==> src/rtl/mult_div_unit.sv <==
// -----------------------------------------------------------------------------
// mult_div_unit
//   Iterative multiply/divide unit sitting beside the ALU in the execute stage.
//   Executes MULT, MULTU, DIV and DIVU on two WIDTH-bit operands and produces
//   the HI/LO pair consumed by MFHI/MFLO. Multiply is shift-and-add, divide is
//   restoring; both retire one bit per cycle on operand magnitudes, and the
//   sign is applied in a final FIX cycle.
//
//   Optional feature macro: MULTDIV_EARLY_EXIT_EN
//     defined   : a multiply leaves CALC as soon as the remaining multiplier
//                 is zero (|b| = 0 skips CALC altogether); divides unchanged.
//     undefined : every operation that is not a divide-by-zero runs WIDTH
//                 CALC iterations. Results are identical either way.
//
// Ports
//   CLK     in   rising-edge clock
//   RST     in   synchronous active-high reset (highest priority)
//   start   in   request a new operation, sampled only in IDLE
//   md_op   in   00 MULT, 01 MULTU, 10 DIV, 11 DIVU (sampled with start)
//   port_a  in   multiplicand / dividend (sampled with start)
//   port_b  in   multiplier / divisor (sampled with start)
//   flush   in   abort the in-flight operation; drops a start seen in IDLE
//   busy    out  high in every state except IDLE
//   done    out  one-cycle pulse when hi/lo are updated
//   hi      out  product[2*WIDTH-1:WIDTH] or remainder
//   lo      out  product[WIDTH-1:0] or quotient
//   dz_fl   out  divide-by-zero flag of the last completed divide
// -----------------------------------------------------------------------------
module mult_div_unit #(
  parameter int WIDTH = 32,
  parameter int CNT_W = 6
) (
  input  logic             CLK,
  input  logic             RST,
  input  logic             start,
  input  logic [1:0]       md_op,
  input  logic [WIDTH-1:0] port_a,
  input  logic [WIDTH-1:0] port_b,
  input  logic             flush,
  output logic             busy,
  output logic             done,
  output logic [WIDTH-1:0] hi,
  output logic [WIDTH-1:0] lo,
  output logic             dz_fl
);

  localparam int DW = 2 * WIDTH;
  localparam logic [CNT_W-1:0] LAST_ITER = CNT_W'(WIDTH - 1);
  localparam logic [CNT_W-1:0] CNT_ONE   = {{(CNT_W-1){1'b0}}, 1'b1};

  // Operand capture and accumulator clear (the load step) happen on the edge
  // that accepts start, so busy spans exactly N CALC cycles plus one FIX cycle.
  typedef enum logic [1:0] {
    IDLE = 2'b00,
    CALC = 2'b01,
    FIX  = 2'b10
  } state_t;

  function automatic logic [WIDTH-1:0] neg_w(input logic [WIDTH-1:0] v);
    return ~v + {{(WIDTH-1){1'b0}}, 1'b1};
  endfunction

  function automatic logic [DW-1:0] neg_dw(input logic [DW-1:0] v);
    return ~v + {{(DW-1){1'b0}}, 1'b1};
  endfunction

  state_t             state_r;
  logic               is_div_r;
  logic               is_signed_r;
  logic               sign_a_r;
  logic               sign_b_r;
  logic               dz_r;
  logic [WIDTH-1:0]   a_orig_r;
  logic [DW-1:0]      acc_r;      // product, or {rem, quot} for divide
  logic [DW-1:0]      mcand_r;    // shifted multiplicand, or divisor in low half
  logic [WIDTH-1:0]   mplier_r;
  logic [CNT_W-1:0]   cnt_r;

  logic               op_signed_s;
  logic               b_zero_s;
  logic [WIDTH-1:0]   mag_a_s;
  logic [WIDTH-1:0]   mag_b_s;
  logic [DW-1:0]      mul_acc_s;
  logic [DW:0]        div_shift_s;
  logic [WIDTH:0]     div_trial_s;
  logic [DW-1:0]      div_acc_s;
  logic [DW-1:0]      prod_s;
  logic [WIDTH-1:0]   quot_s;
  logic [WIDTH-1:0]   rem_s;
  logic               calc_last_s;
  logic               skip_calc_s;

  assign op_signed_s = ~md_op[0];
  assign b_zero_s    = (port_b == {WIDTH{1'b0}});
  // |0x80000000| stays 0x80000000, which is correct as an unsigned magnitude.
  assign mag_a_s     = (op_signed_s && port_a[WIDTH-1]) ? neg_w(port_a) : port_a;
  assign mag_b_s     = (op_signed_s && port_b[WIDTH-1]) ? neg_w(port_b) : port_b;

`ifdef MULTDIV_EARLY_EXIT_EN
  // Multiply finishes on the step that shifts the last set multiplier bit out.
  assign calc_last_s = is_div_r ? (cnt_r == LAST_ITER)
                                : (mplier_r[WIDTH-1:1] == {(WIDTH-1){1'b0}});
  assign skip_calc_s = b_zero_s;
`else
  assign calc_last_s = (cnt_r == LAST_ITER);
  assign skip_calc_s = md_op[1] & b_zero_s;
`endif

  // One multiply step and one restoring-divide step computed from current state.
  always_comb begin
    mul_acc_s   = acc_r;
    div_acc_s   = acc_r;
    div_shift_s = {acc_r, 1'b0};
    // Remainder is one bit wider than the divisor after the shift; a clear
    // borrow bit means the trial subtraction succeeded.
    div_trial_s = div_shift_s[DW:WIDTH] - {1'b0, mcand_r[WIDTH-1:0]};
    if (mplier_r[0]) begin
      mul_acc_s = acc_r + mcand_r;
    end else begin
      mul_acc_s = acc_r;
    end
    if (!div_trial_s[WIDTH]) begin
      div_acc_s = {div_trial_s[WIDTH-1:0], div_shift_s[WIDTH-1:1], 1'b1};
    end else begin
      div_acc_s = div_shift_s[DW-1:0];
    end
  end

  // Sign correction applied in FIX.
  always_comb begin
    prod_s = acc_r;
    quot_s = acc_r[WIDTH-1:0];
    rem_s  = acc_r[DW-1:WIDTH];
    if (is_signed_r && (sign_a_r ^ sign_b_r)) begin
      prod_s = neg_dw(acc_r);
      quot_s = neg_w(acc_r[WIDTH-1:0]);
    end else begin
      prod_s = acc_r;
      quot_s = acc_r[WIDTH-1:0];
    end
    if (is_signed_r && sign_a_r) begin
      rem_s = neg_w(acc_r[DW-1:WIDTH]);
    end else begin
      rem_s = acc_r[DW-1:WIDTH];
    end
  end

  // Control FSM, datapath registers and registered outputs.
  always_ff @(posedge CLK) begin
    if (RST) begin
      state_r     <= IDLE;
      busy        <= 1'b0;
      done        <= 1'b0;
      hi          <= {WIDTH{1'b0}};
      lo          <= {WIDTH{1'b0}};
      dz_fl       <= 1'b0;
      is_div_r    <= 1'b0;
      is_signed_r <= 1'b0;
      sign_a_r    <= 1'b0;
      sign_b_r    <= 1'b0;
      dz_r        <= 1'b0;
      a_orig_r    <= {WIDTH{1'b0}};
      acc_r       <= {DW{1'b0}};
      mcand_r     <= {DW{1'b0}};
      mplier_r    <= {WIDTH{1'b0}};
      cnt_r       <= {CNT_W{1'b0}};
    end else begin
      done <= 1'b0;
      case (state_r)
        IDLE: begin
          if (start && !flush) begin
            busy        <= 1'b1;
            is_div_r    <= md_op[1];
            is_signed_r <= op_signed_s;
            sign_a_r    <= port_a[WIDTH-1];
            sign_b_r    <= port_b[WIDTH-1];
            dz_r        <= md_op[1] & b_zero_s;
            a_orig_r    <= port_a;
            cnt_r       <= {CNT_W{1'b0}};
            mplier_r    <= mag_b_s;
            if (md_op[1]) begin
              acc_r   <= {{WIDTH{1'b0}}, mag_a_s};
              mcand_r <= {{WIDTH{1'b0}}, mag_b_s};
            end else begin
              acc_r   <= {DW{1'b0}};
              mcand_r <= {{WIDTH{1'b0}}, mag_a_s};
            end
            state_r <= skip_calc_s ? FIX : CALC;
          end else begin
            busy    <= 1'b0;
            state_r <= IDLE;
          end
        end
        CALC: begin
          if (flush) begin
            busy    <= 1'b0;
            state_r <= IDLE;
          end else begin
            cnt_r <= cnt_r + CNT_ONE;
            if (is_div_r) begin
              acc_r <= div_acc_s;
            end else begin
              acc_r    <= mul_acc_s;
              mcand_r  <= {mcand_r[DW-2:0], 1'b0};
              mplier_r <= {1'b0, mplier_r[WIDTH-1:1]};
            end
            state_r <= calc_last_s ? FIX : CALC;
          end
        end
        FIX: begin
          busy    <= 1'b0;
          state_r <= IDLE;
          if (flush) begin
            done <= 1'b0;
          end else begin
            done <= 1'b1;
            if (!is_div_r) begin
              hi    <= prod_s[DW-1:WIDTH];
              lo    <= prod_s[WIDTH-1:0];
              dz_fl <= dz_fl;
            end else if (dz_r) begin
              hi    <= a_orig_r;
              lo    <= {WIDTH{1'b1}};
              dz_fl <= 1'b1;
            end else begin
              hi    <= rem_s;
              lo    <= quot_s;
              dz_fl <= 1'b0;
            end
          end
        end
        default: begin
          busy    <= 1'b0;
          state_r <= IDLE;
        end
      endcase
    end
  end

endmodule

==> config.mk <==
export PLATFORM = sky130hd
export DESIGN_NAME = mult_div_unit
export DESIGN_NICKNAME = d
export VERILOG_FILES = /design/src/rtl/mult_div_unit.sv
export SDC_FILE = /design/constraint.sdc
export NUM_CORES = 1
export LEC_CHECK = 0
export CORE_MARGIN = 4
export CORE_UTILIZATION = 29
export DETAILED_ROUTE_END_ITERATION = 16
export GPL_ROUTABILITY_DRIVEN = 0
export SLEW_MARGIN = 40
export SYNTH_ARGS = -nofsm -noshare
export SYNTH_HDL_FRONTEND = slang
export SYNTH_SLANG_ARGS = --single-unit
==> constraint.sdc <==
create_clock -name CLK -period 8.85 [get_ports CLK]
set_input_delay 0.885 -clock CLK [delete_from_list [all_inputs] [get_ports CLK]]
set_output_delay 0.885 -clock CLK [all_outputs]
set_load 0.05 [all_outputs]
==> impl_metrics.csv, run 1 <==
group,metric,value,unit
timing,worst_slew_margin_rel,44.47,%
job,maxCapViolCount,0,
routing,vias_per_cell,5.615,
cells_and_area,fin_nets,2965,
routing,postRouteAntennaNets,0,
logic_synthesis,synth.mux.area_fraction,2.021,%
routing,avgRoutedWirePerCell,20.91,um
floorplanning,dieHeight,273.0,um
power,p_switching,1.116,mW
logic_synthesis,synth_ff_type,"dfxtp_1",
cts,cts_made_buffers,35,
cts,cts_tree,"built",
global_routing,grt_usage,20.02,%
cts,cts_sinks,271,
logic_synthesis,async_flop_share,0,%
logic_synthesis,yosys_warnings,0,
global_routing,grt_first_pass_wirelength,117.7,mm
floorplanning,boundaryPins,137,
logic_synthesis,synth_edf_count,0,
logic_synthesis,synth_adder_area_share,6.340,%
critical_path,crit_arrival,4.48,ns
routing,drc,0,
timing,setup_violations,0,
routing,wl,78.45,mm
logic_synthesis,yosysTopAreaCellShare,26.64,%
cts,path_clk_slew,0.06,ns
logic_synthesis,yosysMostFrequentCell,"a21oi_1",
logic_synthesis,netlist_area,0.02037,sq mm
power,combPwrFrac,19.8,%
global_routing,grt_max_degree,110,
logic_synthesis,synth_compound_area_share,30.00,%
global_routing,antenna_found_initial,2,
logic_synthesis,ys_seq_area_share,26.64,%
global_routing,grt_pass1_vias,19188,
routing,drt_first_pass_iters,8,
global_routing,grt-ovfl-total,0,
power,p_int,2.362,mW
logic_synthesis,synth_xor_area_share,8.515,%
logic_synthesis,yosys-top-cells-count,"330 x a21oi_1, 313 x nor2_1, 297 x nand2_1",
timing,tns,0,ns
cts,cts_resized,0,
logic_synthesis,yosys.area.top_type,"dfxtp_1",
logic_synthesis,synthSimpleGateAreaFrac,21.17,%
timing,worst_slew_pin_slew,0.8320,ns
logic_synthesis,synth-seq-cells,271,
floorplanning,die_w,273.0,um
floorplanning,core_area,0.06907,sq mm
power,power.density,147.6,mW/mm^2
cts,clockBufferDepth,3,
critical_path,worstPathMaxFanout,48,
power,power,3.478,mW
logic_synthesis,synth_cells,2791,
place,io_buffers,136,
power,swShare,32.10,%
power,power.static_leakage,8.989,nW
cells_and_area,area_growth,15.69,%
logic_synthesis,synthTopCellsByArea,"dfxtp_1 27%, a21oi_1 8.1%, ha_1 6.1%",
place,dpl.hpwl,58.15,mm
timing,rsz0062_at_grt,"false",
timing,hold_viol,0,
timing,fin_crit_sh,45.91,%
worst_hold_path,hold_class,"flop to flop",
critical_path,start_kind,"flop",
cells_and_area,layout-drive-gt1-share,4.966,%
cts,postCtsSetupBuffers,0,
routing,drtIter0Drc,2207,
power,pwr-share-clk,41.8,%
power,p_seq_share,38.4,%
logic_synthesis,synth_cell_types,84,
timing,report.final.slew_viol_count,0,
power,ir_drop,101.7,uV
routing,vias,21061,
floorplanning,num_rows,96,
cts,insertion_delay,0.58,ns
timing,final.setup_skew,0.03702,ns
floorplanning,die_area,0.07453,sq mm
cts,cts_root_buf,"clkbuf_16",
floorplanning,start_util,29.49,%
critical_path,crit_type,"flop to flop",
logic_synthesis,syn_nets,2963,
critical_path,cp-end-kind,"flop",
critical_path,cp.required,9.26,ns
place,placedCellCount,3687,
cts,cts_hold_buf,0,
timing,period_needed,4.063,ns
cells_and_area,stdcell_count,3751,
run_status,status,"finished, final reports clean",
logic_synthesis,syn_avg_cell_area,7.297,sq um
timing,fmax,246.1,MHz
logic_synthesis,synth_top_family_by_area,"compound AO/OA/AOI/OAI gates",
cts,cts_max_level,2,
==> cells in the final DEF, fill, tap and decap left out, types with 58 or more instances in the layout <==
cell type and count:
nor3_1 81, a211oi_1 103, xor2_1 82, a21o_1 58, dfxtp_1 270, nor2_1 309
o21ai_0 148, clkdlybuf4s50_1 134, nand3_1 64, inv_1 74, a21oi_1 329, xnor2_1 116
nand2_1 295, ha_1 100
==> layout make-up <==
| class | instances | area [sq um] |
|---|---|---|
| Clock buffer | 50 | 993.5 |
| Clock inverter | 13 | 150.1 |
| Antenna cell | 1 | 2.502 |
| Fill cell | 7324 | 45500 |
| Multi-Input combinational cell | 2242 | 13930 |
| Timing Repair Buffer | 169 | 1615 |
| Sequential cell | 271 | 5429 |
| Tap cell | 931 | 1165 |
| Inverter | 74 | 277.8 |
==> power by group through the flow <==
stage	clock, mW	combinational, mW	sequential, mW
6_report	1.45	0.688	1.34
4_1_cts	1.48	0.675	1.33
2_1_floorplan	0	0.472	1.32
3_3_place_gp	0	0.669	1.36
5_1_grt	1.53	0.746	1.34
3_5_place_dp	0	0.672	1.36
==> routing by layer <==
layer  vias up  part of all wire (%)  global-route usage, %
li1      10161                     -                      -
met1      9820                    45                  28.41
met2       919                    42                  29.52
met3       161                   9.0                  4.802
met4         0                   3.7                  6.984
met5         -                     0                      0
==> path summary, 6_finish.rpt <==
path | cells after the start | slack, ns | from | to
worst max-delay path | 14 | 4.79 | acc_r[31]$_SDFFE_PP0P_ | acc_r[36]$_SDFFE_PP0P_
worst max register to register | 14 | 4.79 | acc_r[31]$_SDFFE_PP0P_ | acc_r[36]$_SDFFE_PP0P_
worst min register to register | 2 | 0.45 | hi[12]$_SDFFE_PP0P_ | hi[12]$_SDFFE_PP0P_
worst min-delay path | 2 | 0.45 | hi[12]$_SDFFE_PP0P_ | hi[12]$_SDFFE_PP0P_
==> per-stage QoR <==
stage	hold slack [ns]	setup WS, ns	util (%)	area (sq um)
6_report	0.4467	4.787	34.11	23560
5_1_grt	0.4765	4.638	34.11	23560
4_1_cts	0.4516	4.877	34.10	23550
3_5_place_dp	0.4370	4.608	32.45	22410
3_3_place_gp	0.4377	4.663	32.41	22380
2_1_floorplan	0.4312	5.583	-	20370
==> worst max-delay path, stage by stage, from the launching register on <==
cell	delay [ns]
dfxtp_1	0.38
inv_1	0.17
ha_1	0.27
fa_1	0.40
nand2b_1	0.18
a21oi_1	0.21
o211a_1	0.21
o21ai_0	0.14
a21oi_1	0.36
nor4_1	0.12
nor3_2	0.18
buf_4	0.52
mux2_2	0.41
a22oi_1	0.22
a21oi_1	0.09
==> flip-flops by register name, indices dropped and copies added, names as in the netlist <==
register / count
hi: 32
mcand_r: 64
busy: 1
cnt_r: 6
mplier_r: 32
sign_a_r: 1
sign_b_r: 1
is_div_r: 1
dz_r: 1
is_signed_r: 1
state_r: 2
done: 1
dz_fl: 1
a_orig_r: 31
lo: 32
acc_r: 64
==> kinds of logic (layout without fill, tap and decap cells) <==
family | after synthesis | in the layout
XOR/XNOR | 198 | 198
flip-flops | 271 | 271
AND/OR/NAND/NOR | 945 | 945
AO/OA/AOI/OAI | 957 | 957
buffers and inverters | 278 | 306
other | 0 | 1
adder cells (fa/ha/maj) | 102 | 102
multiplexers | 40 | 40
Power figures use the tool's default switching activity.
==> inputs of run 2 (changes only) <==
==> constraint.sdc (replaced) <==
create_clock -name CLK -period 4.3 [get_ports CLK]
set_input_delay 0.43 -clock CLK [delete_from_list [all_inputs] [get_ports CLK]]
set_output_delay 0.43 -clock CLK [all_outputs]
set_load 0.05 [all_outputs]
==> impl_metrics.csv, run 2 (synthesis gave the netlist of run 1 again) <==
group,metric,value,unit
worst_hold_path,hold_class,"input port to flop",
critical_path,r2r-end,"acc_r[50]$_SDFFE_PP0P_",
timing,setup_violations,0,
global_routing,grt-ovfl-total,0,
critical_path,crit_chain,"ha_1 -> fa_1 -> a211oi_1 -> nor3_1 -> o31ai_1 -> a31oi_1 -> o2111a_1 -> a211oi_2 -> o21ai_0 -> xor2_1 -> a221o_1",
power,power.density,314.3,mW/mm^2
floorplanning,start_util,29.49,%
cts,postCtsSetupBuffers,0,
cts,path_clk_slew,0.07,ns
critical_path,worstPathMaxFanout,4,
run_status,status,"finished, final reports clean",
critical_path,start_kind,"flop",
cells_and_area,final_common_cell,"a21oi_1",
critical_path,cp-end-kind,"flop",
global_routing,grt_first_pass_wirelength,119.0,mm
critical_path,ff2ff_path_depth,11,
critical_path,critPathMaxStageDelay,0.44,ns
place,io_buffers,136,
worst_hold_path,min_from,"RST",
timing,worst_slew_pin_slew,0.8239,ns
critical_path,cp.required,4.75,ns
global_routing,grt_usage,20.25,%
power,power,7.573,mW
critical_path,crit_slowest_cell,"fa_1",
critical_path,crit_arrival,4.24,ns
timing,report.final.slew_viol_count,0,
timing,period_needed,3.780,ns
timing,worst_slew_margin_rel,44.87,%
cells_and_area,layout-drive-gt1-share,6.490,%
timing,hold_viol,0,
floorplanning,die_area,0.07453,sq mm
cells_and_area,top_regs,"acc_r x64, mcand_r x64",
cells_and_area,ff_latch_area,0.005429,sq mm
timing,rsz0062_at_grt,"false",
routing,drt_first_pass_iters,6,
timing,final.setup_skew,0.02401,ns
timing,hold_slack,0.2459,ns
power,power.static_leakage,9.317,nW
floorplanning,die_w,273.0,um
timing,tns,0,ns
routing,avgRoutedWirePerCell,20.81,um
cts,insertion_delay,0.58,ns
routing,vias_per_cell,5.624,
global_routing,grt_max_degree,111,
routing,postRouteAntennaNets,0,
timing,fin_crit_sh,87.92,%
cells_and_area,fin_nets,3011,
cts,cts_made_buffers,36,
cells_and_area,area_growth,18.32,%
worst_hold_path,min_delay_path_depth,2,
worst_hold_path,min_delay_worst_endpoint,"hi[30]$_SDFFE_PP0P_",
job,maxCapViolCount,0,
cells_and_area,final_cell_mix,"329 x a21oi_1, 310 x nor2_1, 297 x nand2_1, 270 x dfxtp_1, 149 x o21ai_0",
floorplanning,num_rows,96,
routing,wl,79.01,mm
cells_and_area,antenna_cells,0,
critical_path,crit_type,"flop to flop",
global_routing,grt_pass1_vias,19324,
cts,cts_root_buf,"clkbuf_16",
routing,vias,21356,
cts,cts_sinks,271,
routing,drtIter0Drc,2467,
cts,cts_resized,0,
floorplanning,core_area,0.06907,sq mm
critical_path,r2r-start,"mcand_r[0]$_SDFFE_PP0P_",
routing,drc,0,
critical_path,rrSetupSlack,0.52,ns
timing,fmax,264.5,MHz
global_routing,antenna_found_initial,3,
floorplanning,boundaryPins,137,
cts,clockBufferDepth,3,
cells_and_area,multi_input_area,0.01392,sq mm
power,ir_drop,217.7,uV
cells_and_area,fillerInstances,7287,
cts,cts_hold_buf,0,
cts,cts_tree,"built",
cts,cts_max_level,2,
floorplanning,dieHeight,273.0,um
place,dpl.hpwl,59.72,mm
## run 2: worst max-delay path: cells and delay by family, from the launching register on
kind,cells,cell delay (ns)
compound gates,7,2.29
xor+xnor,1,0.17
fa+ha+maj,2,0.69
flops,1,0.37
simple gates,1,0.13
## run 2: cell type report
cell class / count / area share [%]
multi-input cells: 2242 / 57.77
well taps: 931 / 4.834
repair buffers: 214 / 8.329
clock inverters: 16 / 1.194
clock buffers: 49 / 4.190
inverters: 74 / 1.153
flip-flops and latches: 271 / 22.53
## run 2: routing by layer
metal	global-route usage, %	wire [um]	up-vias
li1	-	-	10256
met1	29.09	35800	10016
met2	30.15	33110	934
met3	3.679	7169	148
met4	7.379	2910	2
met5	0	16	-
## run 2: how the worst max path moves through the flow
stage / startpoint / endpoint / slack, ns / depth (start not counted)
after floorplan: acc_r[31]$_SDFFE_PP0P_ / acc_r[36]$_SDFFE_PP0P_ / 1.15 / 14
after global placement: port_b[13] / mcand_r[26]$_SDFFE_PP0P_ / 0.61 / 10
after detailed placement: mcand_r[0]$_SDFFE_PP0P_ / acc_r[50]$_SDFFE_PP0P_ / 0.57 / 11
after CTS: mcand_r[0]$_SDFFE_PP0P_ / acc_r[50]$_SDFFE_PP0P_ / 0.53 / 11
after global routing: mcand_r[0]$_SDFFE_PP0P_ / acc_r[50]$_SDFFE_PP0P_ / 0.26 / 11
final: mcand_r[0]$_SDFFE_PP0P_ / acc_r[50]$_SDFFE_PP0P_ / 0.52 / 11
## run 2: through the flow
step | util, % | worst slack (ns) | cells | area, sq um
floorplan | - | 1.152 | 2791 | 20370
global placement | 32.94 | 0.6050 | 3731 | 22750
detailed placement | 32.97 | 0.5722 | 3731 | 22770
CTS | 34.85 | 0.5269 | 3796 | 24070
global route | 34.89 | 0.2555 | 3797 | 24100
finish | 34.89 | 0.5196 | 3797 | 24100
## run 2: power by group
part           internal [mW]  switching (mW)
logic                  0.538           0.943
registers               2.60           0.113
clock network           2.08            1.29
total                   5.22            2.35
